**src/rtl/uart_frame_receiver.sv**
```systemverilog
// Framed command receiver: hunts for a sync word, collects NUM_WORDS payload words,
// verifies a modular-sum checksum and presents the payload as one word with a valid pulse.
module uart_frame_receiver #(
    parameter int               WIDTH         = 8,
    parameter int               NUM_WORDS     = 6,
    parameter logic [WIDTH-1:0] SYNC_WORD     = 'hA5,
    parameter bit               LITTLE_ENDIAN = 1'b0,
    parameter int               TIMEOUT       = 100000
) (
    input  logic                       clk,
    input  logic                       i_reset,
    input  logic [WIDTH-1:0]           i_data,
    input  logic                       i_dv,
    output logic [WIDTH*NUM_WORDS-1:0] o_data,
    output logic                       o_dv,
    output logic                       o_err_checksum,
    output logic                       o_err_timeout,
    output logic                       o_busy
);

    localparam int TW = $clog2(TIMEOUT + 1);
    localparam int IW = (NUM_WORDS > 1) ? $clog2(NUM_WORDS) : 1;
    localparam logic [TW-1:0] TIMER_LAST = TW'(TIMEOUT - 1);
    localparam logic [IW-1:0] IDX_LAST   = IW'(NUM_WORDS - 1);

    typedef enum logic [1:0] {
        S_IDLE,
        S_PAYLOAD,
        S_CHECK
    } state_t;

    state_t                     state;
    logic                       dv_q;
    logic [IW-1:0]              idx;
    logic [WIDTH-1:0]           sum;
    logic [TW-1:0]              timer;
    logic [WIDTH-1:0]           shadow [NUM_WORDS];
    logic [WIDTH*NUM_WORDS-1:0] frame_word;

    logic                       accept;
    logic                       expire;
    logic [TW-1:0]              timer_nxt;

    function automatic logic [WIDTH-1:0] sum_add(input logic [WIDTH-1:0] a,
                                                 input logic [WIDTH-1:0] b);
        return a + b;
    endfunction

    // One acceptance per i_dv high period; a word arriving on the expiry cycle wins.
    always_comb begin
        accept    = i_dv & ~dv_q;
        timer_nxt = timer + 1'b1;
        expire    = ~accept & (state != S_IDLE) & (timer_nxt == TIMER_LAST);
    end

    for (genvar k = 0; k < NUM_WORDS; k++) begin : g_slot
        localparam int LSB = LITTLE_ENDIAN ? k * WIDTH : (NUM_WORDS - 1 - k) * WIDTH;
        assign frame_word[LSB +: WIDTH] = shadow[k];
    end

    always_ff @(posedge clk) begin
        if (i_reset) begin
            state          <= S_IDLE;
            dv_q           <= 1'b0;
            idx            <= '0;
            sum            <= '0;
            timer          <= '0;
            o_data         <= '0;
            o_dv           <= 1'b0;
            o_err_checksum <= 1'b0;
            o_err_timeout  <= 1'b0;
            o_busy         <= 1'b0;
        end else begin
            dv_q           <= i_dv;
            o_dv           <= 1'b0;
            o_err_checksum <= 1'b0;
            o_err_timeout  <= 1'b0;
            case (state)
                S_IDLE: begin
                    if (accept && i_data == SYNC_WORD) begin
                        state  <= S_PAYLOAD;
                        o_busy <= 1'b1;
                        idx    <= '0;
                        sum    <= '0;
                        timer  <= '0;
                    end
                end
                S_PAYLOAD: begin
                    if (accept) begin
                        shadow[idx] <= i_data;
                        sum         <= sum_add(sum, i_data);
                        timer       <= '0;
                        if (idx == IDX_LAST) begin
                            state <= S_CHECK;
                        end else begin
                            idx <= idx + 1'b1;
                        end
                    end else if (expire) begin
                        state         <= S_IDLE;
                        o_busy        <= 1'b0;
                        o_err_timeout <= 1'b1;
                        timer         <= '0;
                    end else begin
                        timer <= timer_nxt;
                    end
                end
                S_CHECK: begin
                    if (accept) begin
                        if (i_data == sum) begin
                            o_data <= frame_word;
                            o_dv   <= 1'b1;
                        end else begin
                            o_err_checksum <= 1'b1;
                        end
                        state  <= S_IDLE;
                        o_busy <= 1'b0;
                        timer  <= '0;
                    end else if (expire) begin
                        state         <= S_IDLE;
                        o_busy        <= 1'b0;
                        o_err_timeout <= 1'b1;
                        timer         <= '0;
                    end else begin
                        timer <= timer_nxt;
                    end
                end
                default: begin
                    state  <= S_IDLE;
                    o_busy <= 1'b0;
                end
            endcase
        end
    end

endmodule

```
**config.mk**
```make
export PLATFORM = sky130hd
export DESIGN_NAME = uart_frame_receiver
export DESIGN_NICKNAME = d
export VERILOG_FILES = /design/src/rtl/uart_frame_receiver.sv
export SDC_FILE = /design/constraint.sdc
export NUM_CORES = 1
export LEC_CHECK = 0
export ABC_AREA = 1
export BUFFER_PORTS_ARGS = -buffer_cell sky130_fd_sc_hd__buf_2
export CAP_MARGIN = 20
export CORE_UTILIZATION = 30
export CTS_BUF_LIST = sky130_fd_sc_hd__clkbuf_16
export DETAILED_ROUTE_END_ITERATION = 16
export SYNTH_ARGS = -nofsm -noshare
export SYNTH_HDL_FRONTEND = slang
export SYNTH_SLANG_ARGS = --single-unit
```
**constraint.sdc**
```tcl
create_clock -name clk -period 5.5 [get_ports clk]
set_clock_uncertainty 0.2 [all_clocks]
set_input_delay 1.375 -clock clk [delete_from_list [all_inputs] [get_ports clk]]
set_output_delay 1.375 -clock clk [all_outputs]
set_load 0.01 [all_outputs]
```
==> qor.csv <==
metric,value,unit
status,"complete, but fails checks",
failing checks,design-rule violations,
relative slew slack,0.430,
Critical Path AT,3.79,ns
Core Footprint,18100,sq um
fraction of layout cells with a size suffix above 1,0.169,
Port Buffer Count,62,
starting density of the core,0.309,
RSZ-0062 raised after global routing,no,
Mapped Area,5610,sq um
Worst Path Buf+Inv,2,
DIE HEIGHT,139,microns
Final HPWL DP,8480,microns
syn_nets,658,
Min-Delay Path Class,reg2reg,
Syn-to-layout area delta,20.2,%
Final setup viols,0,
crit share post-route,0.679,
CP max-delay cell,nand3_4,
GR Util All Layers,0.138,
P per Cell Area,325,nW/um^2
via/cell ratio,4.58,
worst slew pin tran,0.855,ns
crit path to,o_data[27],
1st-iter DRT viols,273,
register area,3100,sq um
total CTS buffers,17,
FP Rows,49,
Post-layout nets,726,
multi-input logic area,2070,sq um
via count,4307,
critical path's top delay family,simple AND/OR/NAND/NOR gates,
"Clk Latency, worst-skew pair",0.41,ns
Netlist cell types,37,
global-route wire length before repair,20900,microns
max_cap viols,0,
total die area,19300,sq um
drc violations,8,
WL final,12700,microns
Hold Fails Final Rpt,0,
CP endpoint kind,flip-flop,
CTS Buffer Depth,2,
CTS tree,built,
VDD IR max,173,uV
# fillers,1840,
Antenna diodes,0,
Clock Pin Slew Worst Setup and Hold Paths,0.06,ns
CTS root buf,clkbuf_16,
Post-CTS Setup Bufs,0,
R2R Setup Slk,2.60,ns
drt pass-1 iters,10,
dpl cells,909,
hold-fix buffers at CTS,0,
"Gates resized, CTS repair",0,
fmax,0.268,GHz
Startpoint Class,input port,
top_reg_cell synth,dfxtp_1,
Critical R2R Capture,o_data[27],
final non-filler cell total,941,
Tmin final,3.73,ns
num ports,63,
Placer Congestion,0.862,
initial antenna violation count,0,
placed cell area,6190,sq um
Synth Area per Inst,8.89,sq um
Post-synth EDFFs,48,
vias in the first global route,4095,
total chip power,2.20,mW
crit-path cells,buf_2 -> ha_1 -> nor4_1 -> nor3b_2 -> nand3_4 -> buf_4 -> nor2_1 -> a211oi_1,
fin area,6750,sq um
GR Overflow Total,0,
"Max FO, Critical Path",73,
Synth warnings,0,
H-tree Lvls,4,
Reg2Reg Depth,7,
Die X,139,microns
Yosys reg bits,131,
post-layout util,0.372,
Mapped Cells,631,
Post-synth ARST share,0,
fin. max-slew vios,0,
"Req. time, crit path",5.56,ns
kind of critical path,in2reg,
Post-DRT Antenna Nets,0,
post-synthesis sequential area ratio,0.553,
drt wl/cell,13.5,microns
Crit path depth,8,
Pleak,2.62,nW
reg-to-reg critical path startpoint,sum[6],
largest net degree at the start of global routing,76,
Clock Sinks,131,
worst setup path startpoint,i_data[6],
CP peak stage delay,0.62,ns
setup tns final,0,ns
-- state kept, by name (all words and copies together), names as in the netlist --
signal          count
sum                 8
o_err_checksum      1
o_err_timeout       1
timer              17
shadow             48
dv_q                1
o_busy              1
o_dv                1
idx                 3
o_data             48
state               2
-- layout make-up --
cell class | count | area share
well taps | 229 | 0.0425
repair buffers | 71 | 0.0560
clock inverters | 15 | 0.0198
multi-input cells | 384 | 0.307
inverters | 94 | 0.0523
flip-flops and latches | 131 | 0.460
clock buffers | 17 | 0.0630
-- per-layer routing --
metal | GRT usage | wire, microns | vias up
met1 | 0.180 | 6300 | 1986
met4 | 0.0532 | 162 | 0
met2 | 0.216 | 5750 | 69
li1 | - | - | 2242
met3 | 0.0380 | 449 | 10
met5 | 0 | 0 | -
-- cell families after synthesis --
kind of cell	Yosys count	synth area share
simple gates	262	0.206
xor+xnor	4	0.00758
buf+inv	116	0.0807
fa+ha+maj	16	0.0370
compound gates	102	0.115
flops	131	0.553
-- how the worst min path moves through the flow --
stage / endpoint / startpoint / cells past startpoint
final: o_data[0] / o_data[0] / 2
after global routing: o_data[19] / o_data[19] / 2
after CTS: o_data[28] / o_data[28] / 2
after detailed placement: o_data[47] / o_data[47] / 2
after global placement: o_data[47] / o_data[47] / 2
after floorplan: sum[0] / sum[0] / 2
-- where the power goes --
group	leakage (nW)	internal, mW	switching, mW	total (mW)
Combinational	1.24	0.0317	0.0815	0.113
Clock	0.276	0.625	0.436	1.06
Sequential	1.10	1.01	0.00838	1.02
-- layout by cell type, fill, tap and decap left out, types with 2 or more instances in the layout --
master      count
nand3_1        31
nand4_1        10
edfxtp_1       48
nor3_1         10
inv_6           3
clkinvlp_4      2
a211oi_1       50
nand3_2         5
o21ai_0        11
dfxtp_1        83
xor2_1          2
nand2_2         3
inv_1          96
nor2_2          4
nor2_1         82
ha_1           15
clkbuf_16      17
a21oi_1        35
clkinv_4        4
buf_4           9
nor4_1          2
nand2_1       107
buf_2          62
nor2_4          2
-- worst register-to-register path: stages (launching register included) --
cell and delay (ns):
dfxtp_1 0.32, ha_1 0.34, nor4_1 0.28, nor3b_2 0.31, nand3_4 0.62, buf_4 0.51
nor2_1 0.12, a211oi_1 0.05
-- Yosys cell counts (all sizes together) (10+ instances only) --
master	n	share of area
nor2	88	0.063
nor3	10	0.0089
ha	15	0.033
clkbuf	14	0.0094
nand4	10	0.011
dfxtp	83	0.30
a21oi	35	0.031
edfxtp	48	0.26
o21ai	13	0.012
nand3	37	0.037
inv	94	0.063
a211oi	50	0.067
nand2	111	0.077
-- through the flow --
step | hold WS, ns | setup WS (ns)
2_1_floorplan | 0.249 | 2.38
3_3_place_gp | 0.245 | 1.40
3_5_place_dp | 0.241 | 1.35
4_1_cts | 0.258 | 1.79
5_1_grt | 0.278 | 1.59
6_report | 0.255 | 1.77
Note: power is estimated with default switching activity, not from simulation.
